File: src/rtl/dino_motion_ctrl_pkg.sv
// Shared constants, state encoding and arithmetic helper for the dino motion block.
// No timing of its own: constants and a pure function.
// No flow control: compile-time values only.
package dino_motion_ctrl_pkg;

    localparam int GROUND  = 335;  // y of the ground line
    localparam int DINO_H  = 60;   // sprite height in pixels
    localparam int DINO_X  = 50;   // fixed horizontal sprite origin
    localparam int JUMP_V  = 12;   // launch velocity, px/frame upward
    localparam int GRAVITY = 1;    // normal velocity decrement per frame
    localparam int FAST_G  = 3;    // decrement while down is held in the air
    localparam int MIN_Y   = 0;    // ceiling clamp

    // Resting y of the sprite origin, plus signed copies for the 11-bit compares
    localparam logic [9:0]         Y_TOP    = 10'(GROUND - DINO_H);
    localparam logic [9:0]         Y_LAUNCH = 10'(GROUND - DINO_H - JUMP_V);
    localparam logic signed [10:0] Y_TOP_S  = 11'(GROUND - DINO_H);
    localparam logic signed [10:0] Y_MIN_S  = 11'(MIN_Y);
    localparam logic signed [7:0]  V_LAUNCH = 8'(JUMP_V - GRAVITY);
    localparam logic signed [7:0]  G_NORM   = 8'(GRAVITY);
    localparam logic signed [7:0]  G_FAST   = 8'(FAST_G);

    // Encoding is shared with the VGA controller and score logic
    typedef enum logic [2:0] {
        ST_GROUND = 3'd0,
        ST_DUCK   = 3'd1,
        ST_RISE   = 3'd2,
        ST_FALL   = 3'd3,
        ST_FROZEN = 3'd4
    } state_e;

    // Next y for an upward-positive velocity, widened so under/overflow is visible
    function automatic logic signed [10:0] y_minus_vel(input logic [9:0] y,
                                                       input logic signed [7:0] v);
        return $signed({1'b0, y}) - $signed({{3{v[7]}}, v});
    endfunction

endpackage

File: src/rtl/dino_motion_ctrl_sync_edge.sv
// 2-flop synchronizer followed by a registered rising-edge detector.
// Latency: edge_o pulses 3 clk edges after d_i rises, for exactly one clk.
// No flow control: a held-high input yields a single pulse.
module sync_edge (
    input  logic clk_i,
    input  logic rst_i,
    input  logic d_i,
    output logic edge_o
);

    logic meta_q;
    logic sync_q;
    logic sync_dly_q;
    logic edge_q;

    // Synchronize the asynchronous input and register its rising edge
    always_ff @(posedge clk_i or posedge rst_i) begin
        if (rst_i) begin
            meta_q     <= 1'b0;
            sync_q     <= 1'b0;
            sync_dly_q <= 1'b0;
            edge_q     <= 1'b0;
        end else begin
            meta_q     <= d_i;
            sync_q     <= meta_q;
            sync_dly_q <= sync_q;
            edge_q     <= sync_q & ~sync_dly_q;
        end
    end

    assign edge_o = edge_q;

endmodule

File: src/rtl/dino_motion_ctrl.sv
// Frame-locked jump/duck physics producing the dino sprite origin for the VGA controller.
// Latency: position updates 1 clk after the registered frame-tick edge; stable between frames.
// No flow control: one update per frame tick, game_over freezes everything until reset.
module dino_motion_ctrl
    import dino_motion_ctrl_pkg::*;
(
    input  logic        clk,
    input  logic        reset,
    input  logic        up,
    input  logic        down,
    input  logic        frame_tick,
    input  logic        game_over,
    output logic [31:0] dino_x,
    output logic [31:0] dino_y,
    output logic        jumping,
    output logic        ducking
);

    logic up_edge;
    logic tick_edge;
    logic down_meta_q, down_sync_q;

    state_e             state_q, state_d;
    logic [9:0]         y_q, y_d;
    logic signed [7:0]  vel_q, vel_d;
    logic               jump_req_q, jump_req_d;
    logic               jumping_q, jumping_d;
    logic               ducking_q, ducking_d;

    logic signed [7:0]  g;
    logic signed [7:0]  vel_dec;
    logic signed [10:0] next_y;

    sync_edge u_up_sync (
        .clk_i  (clk),
        .rst_i  (reset),
        .d_i    (up),
        .edge_o (up_edge)
    );

    sync_edge u_tick_sync (
        .clk_i  (clk),
        .rst_i  (reset),
        .d_i    (frame_tick),
        .edge_o (tick_edge)
    );

    // Down is a level input, so only the synchronized level is needed
    always_ff @(posedge clk or posedge reset) begin
        if (reset) begin
            down_meta_q <= 1'b0;
            down_sync_q <= 1'b0;
        end else begin
            down_meta_q <= down;
            down_sync_q <= down_meta_q;
        end
    end

    // Motion state register; reset puts the dino straight back on the ground
    always_ff @(posedge clk or posedge reset) begin
        if (reset) begin
            state_q    <= ST_GROUND;
            y_q        <= Y_TOP;
            vel_q      <= '0;
            jump_req_q <= 1'b0;
            jumping_q  <= 1'b0;
            ducking_q  <= 1'b0;
        end else begin
            state_q    <= state_d;
            y_q        <= y_d;
            vel_q      <= vel_d;
            jump_req_q <= jump_req_d;
            jumping_q  <= jumping_d;
            ducking_q  <= ducking_d;
        end
    end

    // Per-frame physics step; game_over overrides any tick arriving in the same clk
    always_comb begin
        state_d    = state_q;
        y_d        = y_q;
        vel_d      = vel_q;
        jump_req_d = jump_req_q;
        jumping_d  = jumping_q;
        ducking_d  = ducking_q;
        g          = down_sync_q ? G_FAST : G_NORM;
        vel_dec    = vel_q - g;
        next_y     = y_minus_vel(y_q, vel_q);

        if (game_over || state_q == ST_FROZEN) begin
            state_d = ST_FROZEN;
        end else begin
            if (tick_edge) begin
                // The tick consumes any pending request whatever the state
                jump_req_d = 1'b0;
                case (state_q)
                    ST_GROUND, ST_DUCK: begin
                        if (jump_req_q) begin
                            state_d = ST_RISE;
                            vel_d   = V_LAUNCH;
                            y_d     = Y_LAUNCH;
                        end else if (state_q == ST_GROUND && down_sync_q) begin
                            state_d = ST_DUCK;
                        end else if (state_q == ST_DUCK && !down_sync_q) begin
                            state_d = ST_GROUND;
                        end
                    end
                    ST_RISE: begin
                        y_d   = (next_y < Y_MIN_S) ? Y_MIN_S[9:0] : next_y[9:0];
                        vel_d = vel_dec;
                        if (vel_dec <= 8'sd0) begin
                            state_d = ST_FALL;
                        end
                    end
                    ST_FALL: begin
                        if (next_y >= Y_TOP_S) begin
                            state_d = ST_GROUND;
                            y_d     = Y_TOP;
                            vel_d   = '0;
                        end else begin
                            y_d   = next_y[9:0];
                            vel_d = vel_dec;
                        end
                    end
                    default: begin
                        state_d = ST_FROZEN;
                    end
                endcase
            end
            // A new press only arms the next frame if we end this cycle on the ground
            if (up_edge && (state_d == ST_GROUND || state_d == ST_DUCK)) begin
                jump_req_d = 1'b1;
            end
            jumping_d = (state_d == ST_RISE) || (state_d == ST_FALL);
            ducking_d = (state_d == ST_DUCK);
        end
    end

    assign dino_x  = 32'(DINO_X);
    assign dino_y  = {22'd0, y_q};
    assign jumping = jumping_q;
    assign ducking = ducking_q;

endmodule

File: config.mk
export PLATFORM = sky130hd
export DESIGN_NAME = dino_motion_ctrl
export DESIGN_NICKNAME = d
export VERILOG_FILES = /design/src/rtl/dino_motion_ctrl_pkg.sv /design/src/rtl/dino_motion_ctrl_sync_edge.sv /design/src/rtl/dino_motion_ctrl.sv
export SDC_FILE = /design/constraint.sdc
export NUM_CORES = 1
export LEC_CHECK = 0
export ABC_CLOCK_PERIOD_IN_PS = 3890
export CAP_MARGIN = 20
export CORE_ASPECT_RATIO = 0.75
export CORE_MARGIN = 10
export CORE_UTILIZATION = 48
export DETAILED_ROUTE_END_ITERATION = 6
export PLACE_DENSITY = 0.8
export RECOVER_POWER = 50
export SETUP_SLACK_MARGIN = 0.3
export SYNTH_ARGS = -nofsm -noshare
export SYNTH_HDL_FRONTEND = slang
export SYNTH_SLANG_ARGS = --single-unit
File: constraint.sdc
create_clock -name clk -period 3.89 [get_ports clk]
set_input_delay 0.5835 -clock clk [delete_from_list [all_inputs] [get_ports clk]]
set_output_delay 0.5835 -clock clk [all_outputs]
set_load 0.01 [all_outputs]
Yosys cells after proc, flatten, opt, wreduce, memory -nomap -nowiden
Cells that the tools add are included.
{ "word_totals": {"reg_bits": 34, "mem_bits_rw": 0, "latchBits": 0, "n_memories": 0, "elab_cells": 67, "input_bits": 6, "out_inout_bits": 66, "romBits": 0} }
{ "classes": {"bitwise": 5, "eq_ne": 8, "n_mux": 19, "reduce_logical": 14, "div_mod_pow": 0, "mul": 0, "n_shift": 0, "add_sub_neg": 2, "order_cmp": 3} }
{ "op_table": {"columns": ["op", "count"], "rows": [
  ["two-way mux 10 bit", 3],
  ["one-hot mux 10 bit (3 select lines)", 1],
  ["two-way mux 3 bit", 8],
  ["one-hot mux 8 bit (3 select lines)", 1],
  ["two-way mux 8 bit", 2],
  ["equality test 3 x 2 -> 1 bit, second input constant", 4],
  ["greater-or-equal comparator 11 x 10 -> 1 bit, second input constant", 1],
  ["less-than comparator 11 x 1 -> 1 bit, second input constant", 1],
  ["subtractor 11 x 8 -> 11 bit", 1],
  ["one-hot mux 3 bit (3 select lines)", 1],
  ["less-or-equal comparator 8 x 1 -> 1 bit, second input constant", 1],
  ["subtractor 8 x 3 -> 8 bit", 1],
  ["equality test 3 x 1 -> 1 bit, second input constant", 2],
  ["logical NOT 3 bit", 2],
  ["AND reduction 4 bit", 1],
  ["equality test 3 bit, second input constant", 1],
  ["logical AND 1 bit", 3],
  ["logical OR 1 bit", 3],
  ["inverter 1 bit", 3],
  ["nonzero test 3 bit", 1],
  ["bitwise AND 1 bit", 2],
  ["two-way mux 1 bit", 2],
  ["two-way mux 2 bit", 1],
  ["inequality test 2 bit, second input constant", 1],
  ["4 further kinds", 4]
]} }

Logic depth before layout (Yosys ltp)
{ "logic_depth": {"word_depth": 13, "depth_mapped": 12, "mapped_depth_nobuf": 12} }

By module
Synthesis repeated with hierarchy kept, for this count alone.
{ "unflattened": {"cells_unflattened": 269, "hier_area_um2": 2524.9} }
{ "by_module_without_submodules": {"columns": ["module", "seq_area_each_um2", "area_each_um2", "cells_per_inst", "instances"], "rows": [
  ["dino_motion_ctrl", 655.6, 2289.7, 257, 1],
  ["sync_edge", 100.1, 117.6, 6, 2]
]} }

Worst setup path before layout
No wires, ideal clock.
{ "synth_path": {"kind": "reg-to-reg", "from": "register y_q[0]", "to": "register jump_req_q", "setup_ns": 0.128, "slack_ns": 1.122, "required_ns": 3.762, "stages_incl_launch_ff": 13, "n_path_buf": 0, "arrival_time_ns": 2.640, "cell_sequence": "dfstp_2 inv_1 ha_1 inv_1 fa_1 nand2b_1 nand3b_1 mux2_1 a2bb2oi_1 a311oi_4 o221a_4 a31oi_4 o31ai_1"} }
{ "synth_via": {"elab_chain_len": 11, "elab_cells_between_ends": 13, "classes_between": "1 x add/sub; 1 x order compare; 1 x eq/ne; 5 x mux; 5 x reduce/logical"} }
{ "synth_rtl": {"columns": ["item", "line_no", "text"], "rows": [
  ["start, declared", "dino_motion_ctrl.sv:24", "logic [9:0] y_q, y_d;"],
  ["start signal, assigned", "dino_motion_ctrl.sv:70", "y_q <= y_d;"],
  ["subtractor 11 x 8 -> 11 bit (*)", "dino_motion_ctrl_pkg.sv:35", "return $signed({1'b0, y}) - $signed({{3{v[7]}}, v});"],
  ["greater-or-equal comparator 11 x 10 -> 1 bit (*)", "dino_motion_ctrl.sv:116", "if (next_y >= Y_TOP_S) begin"],
  ["two-way mux 3 bit (*)", "dino_motion_ctrl.sv:116", null],
  ["one-hot mux 3 bit (3 select lines) (*)", "dino_motion_ctrl.sv:96", "case (state_q)"],
  ["two-way mux 3 bit (*)", "dino_motion_ctrl.sv:93", "if (tick_edge) begin"],
  ["two-way mux 3 bit (*)", "dino_motion_ctrl.sv:90", "if (game_over || state_q == ST_FROZEN) begin"],
  ["equality test 3 x 1 -> 1 bit / logical NOT 3 bit (equally long branches)", "dino_motion_ctrl.sv:131", "if (up_edge && (state_d == ST_GROUND || state_d == ST_DUCK)) begin"],
  ["logical OR 1 bit (*)", "dino_motion_ctrl.sv:131", null],
  ["logical AND 1 bit (*)", "dino_motion_ctrl.sv:131", null],
  ["nonzero test 2 bit (no source line)", null, null],
  ["AND reduction 2 bit (no source line)", null, null],
  ["end signal, assigned", "dino_motion_ctrl.sv:72", "jump_req_q <= jump_req_d;"],
  ["end, declared", "dino_motion_ctrl.sv:26", "logic jump_req_q, jump_req_d;"]
]} }
Mark *: on every way between the ends. The rest lies on a longest branch, timed or not. The select of a mux whose other input is x is not followed.
A chain may end at the register's enable or synchronous reset.

Final worst setup path
{ "layout_path": {"from": "register y_q[0]", "to": "register y_q[6]"} }
{ "layout_via": {"elab_chain_len": 4, "elab_cells_between_ends": 6, "classes_between": "1 x add/sub; 2 x order compare; 3 x mux"} }
{ "layout_rtl": {"columns": ["item", "line_no"], "rows": [
  ["subtractor 11 x 8 -> 11 bit (*)", "dino_motion_ctrl_pkg.sv:35"],
  ["greater-or-equal comparator 11 x 10 -> 1 bit / less-than comparator 11 x 1 -> 1 bit (equally long branches)", "dino_motion_ctrl.sv:116, dino_motion_ctrl.sv:109"],
  ["two-way mux 10 bit, on equally long branches", "dino_motion_ctrl.sv:116, dino_motion_ctrl.sv:109"],
  ["one-hot mux 10 bit (3 select lines) (*)", "dino_motion_ctrl.sv:96"]
]} }
Mark *: on every way between the ends. The rest lies on a longest branch, timed or not.

==> metrics.txt <==
Vias=1843; number of CTS-inserted buffers=5; Power Dens Cells=315 nW/um^2; largest net degree at the start of global routing=26; fmax=about 0.32 GHz; Worst path slowest cell=dfstp_2; min-delay worst type=register to register; CTS Hold Buffers Added=0; cell mode on critical path=inv_1; core area=5010 um^2; setup total negative slack=0 ns; Crit Path Class=register to register; Leak Pwr=1.21 nW; initial cell density of the core=0.506; Syn Area/Cell=9.53 um^2; post-synthesis compound-gate area fraction=0.212; DRC viols=0; final critical-path share of the clock period=0.791; Slew Viols, Final=0; initial DRC count=between 200 and 250; maximum fanout along the worst path=8; critical path capture point type=register; Yosys warning total=0; first-pass GRT wire length=9630 um; synth unique cells=62; RePlAce Congestion=between 0.9 and 1; Final Hold Vio Count=0; Antenna Cells=0; skew final=between 0.002 and 0.003 ns; Clock Latency Late Sink=0.30 ns; Pwr Total=0.847 mW; Startpoint Class=register; Final setup viols=0; Die Ht=~83 um; WL/cell=16.1 um; Synth-to-Final Area Change=6.17%; H-tree depth=2; first-pass detailed-route iteration total=4; commonest non-fill, non-tap cell in the layout=conb_1; most frequent cells in the layout=54 x conb_1, 30 x dfrtp_1, 19 x inv_1, 14 x nand2_1; Worst Path Buf+Inv=2; WP data arrival=3.29 ns; I/O pins=72; EDFF count, synth=0; clock tree sinks=34; Yosys reg bits=34; total overflow reported by the global router=0; vias per cell=5.13; GRT Total Usage=0.134; postcts setup bufs=0; fraction of layout cells with a size suffix above 1=0.0941; crit path cell chain=inv_1 > ha_1 > inv_1 > fa_1 > nand2b_1 > nand3b_1 > mux2_1 > a2bb2oi_1 > a311oi_4 > o211ai_4 > nand3_4 > o31ai_1; Clock Pin Slew Worst Setup and Hold Paths=0.07 ns; Synth Flop Type=dfrtp_1; Post-Syn Instances=266; sequential area share after synthesis=0.338; final net count=306; CP delay by family, top=compound AO/OA/AOI/OAI gates; Root Buffer=clkbuf_8; slowest stage delay, CP=0.53 ns; drt total wl=5780 um; Post-DP HPWL=4470 um; post-route antenna net violation count=0; Max clock buf depth=2; CTS tree=built; Max Cap Viol=0; post-synthesis mux area share=0.00888; min Tclk post-route=3.08 ns; Post-Syn Area=around 2500 um^2; Worst slew margin=0.372; Die W=104 um; RSZ-0062 raised after global routing=no; initial antenna violation count=0; status=completed; Max VDD drop=roughly 190 uV; FP Rows=22; post-CTS resize count=0; Async S/R FF share, synth=1.00; buffers added on ports=17; Post-Synth Adder-Cell Area=0.0750; die area=around 8600 um^2; largest family of logic cells by synthesized area=compound AO/OA/AOI/OAI gates; vias in the first global route=1880; post-synthesis simple-gate area fraction=0.141; WP data required=4.10 ns; XOR/XNOR Fraction of Synth Area=0.0306; Slew @ Worst Pin=approximately 0.94 ns
==> report_power, final <==
part / internal [mW] / switching (mW) / total, mW / leakage (nW)
logic: 0.0469 / 0.0896 / 0.136 / 0.754
registers: 0.367 / 0.0102 / 0.378 / 0.402
clock network: 0.190 / 0.142 / 0.333 / 0.0504
total: 0.605 / 0.242 / 0.847 / 1.21
==> logic make-up after synthesis <==
| kind of cell | Yosys count |
|---|---|
| buf+inv | 76 |
| other cells | 2 |
| flops | 34 |
| mux | 2 |
| compound gates | 67 |
| simple gates | 63 |
| xor+xnor | 8 |
| fa+ha+maj | 14 |
==> per-stage QoR <==
step / worst slack [ns] / utilization / hold WS (ns) / cell area, um^2 / std cells
final: 0.812 / 0.537 / 0.349 / 2690 / 359
after global routing: 0.588 / 0.537 / 0.369 / 2690 / 359
after CTS: 0.842 / 0.538 / 0.353 / 2700 / 359
after detailed placement: 0.879 / 0.515 / 0.336 / 2580 / 351
after global placement: 0.919 / 0.515 / 0.332 / 2580 / 351
after floorplan: 1.12 / - / 0.331 / 2730 / 318
==> cell type report <==
cell class / count / area (um^2)
Clock buffer: 5 / 68.8
Sequential cell: 34 / 856
Tap cell: 72 / 90.1
Multi-Input combinational cell: 208 / 1390
Timing Repair Buffer: 18 / 174
Fill cell: 481 / 2320
Inverter: 19 / 71.3
Clock inverter: 3 / 45.0
==> per-layer routing <==
layer  track usage  up-vias  part of all wire
met4        0.0325        0            0.0086
met3        0.0548        6             0.083
met2         0.217       69              0.48
li1              -      870                 -
met1         0.162      898              0.43
met5             0        -                 0
==> flip-flops by register name (all words and copies together) (netlist names) <==
register	count
u_up_sync.edge_o	1
jump_req_q	1
y_q	10
u_tick_sync.edge_o	1
down_sync_q	1
u_up_sync.sync_q	1
u_tick_sync.sync_dly_q	1
jumping	1
state_q	3
down_meta_q	1
ducking	1
u_tick_sync.sync_q	1
u_up_sync.meta_q	1
u_tick_sync.meta_q	1
vel_q	8
u_up_sync.sync_dly_q	1
==> worst paths after layout <==
check                              startpoint  slack [ns]                 end  cells past startpoint
max                                    y_q[0]        0.81              y_q[6]                     12
min                        u_tick_sync.meta_q        0.35  u_tick_sync.sync_q                      0
max reg2reg                            y_q[0]        0.81              y_q[6]                     12
min reg2reg                u_tick_sync.meta_q        0.35  u_tick_sync.sync_q                      0
max in group asynchronous               reset        1.99              y_q[4]                      3
min in group asynchronous               reset        0.94  u_tick_sync.meta_q                      2
==> cell usage after synthesis, types with 3 or more instances <==
master    count  area (um^2)
nand2b_1      3         18.8
o31ai_1       4         30.0
o21ai_1       4         20.0
buf_4        54          405
ha_1         12          150
a31oi_1       4         25.0
nand3_1       6         30.0
and3_1        3         18.8
o22ai_1       5         31.3
o21a_1        4         30.0
dfstp_2       4          105
a21oi_1      10         50.1
o21ai_0       7         35.0
nor3_1        7         35.0
nor2_1        9         33.8
clkbuf_1      3         11.3
nand2_1      14         52.6
nor2b_1       5         31.3
inv_1        19         71.3
dfrtp_1      30          751
xnor2_1       5         43.8
(Power assumes the default switching activity.)
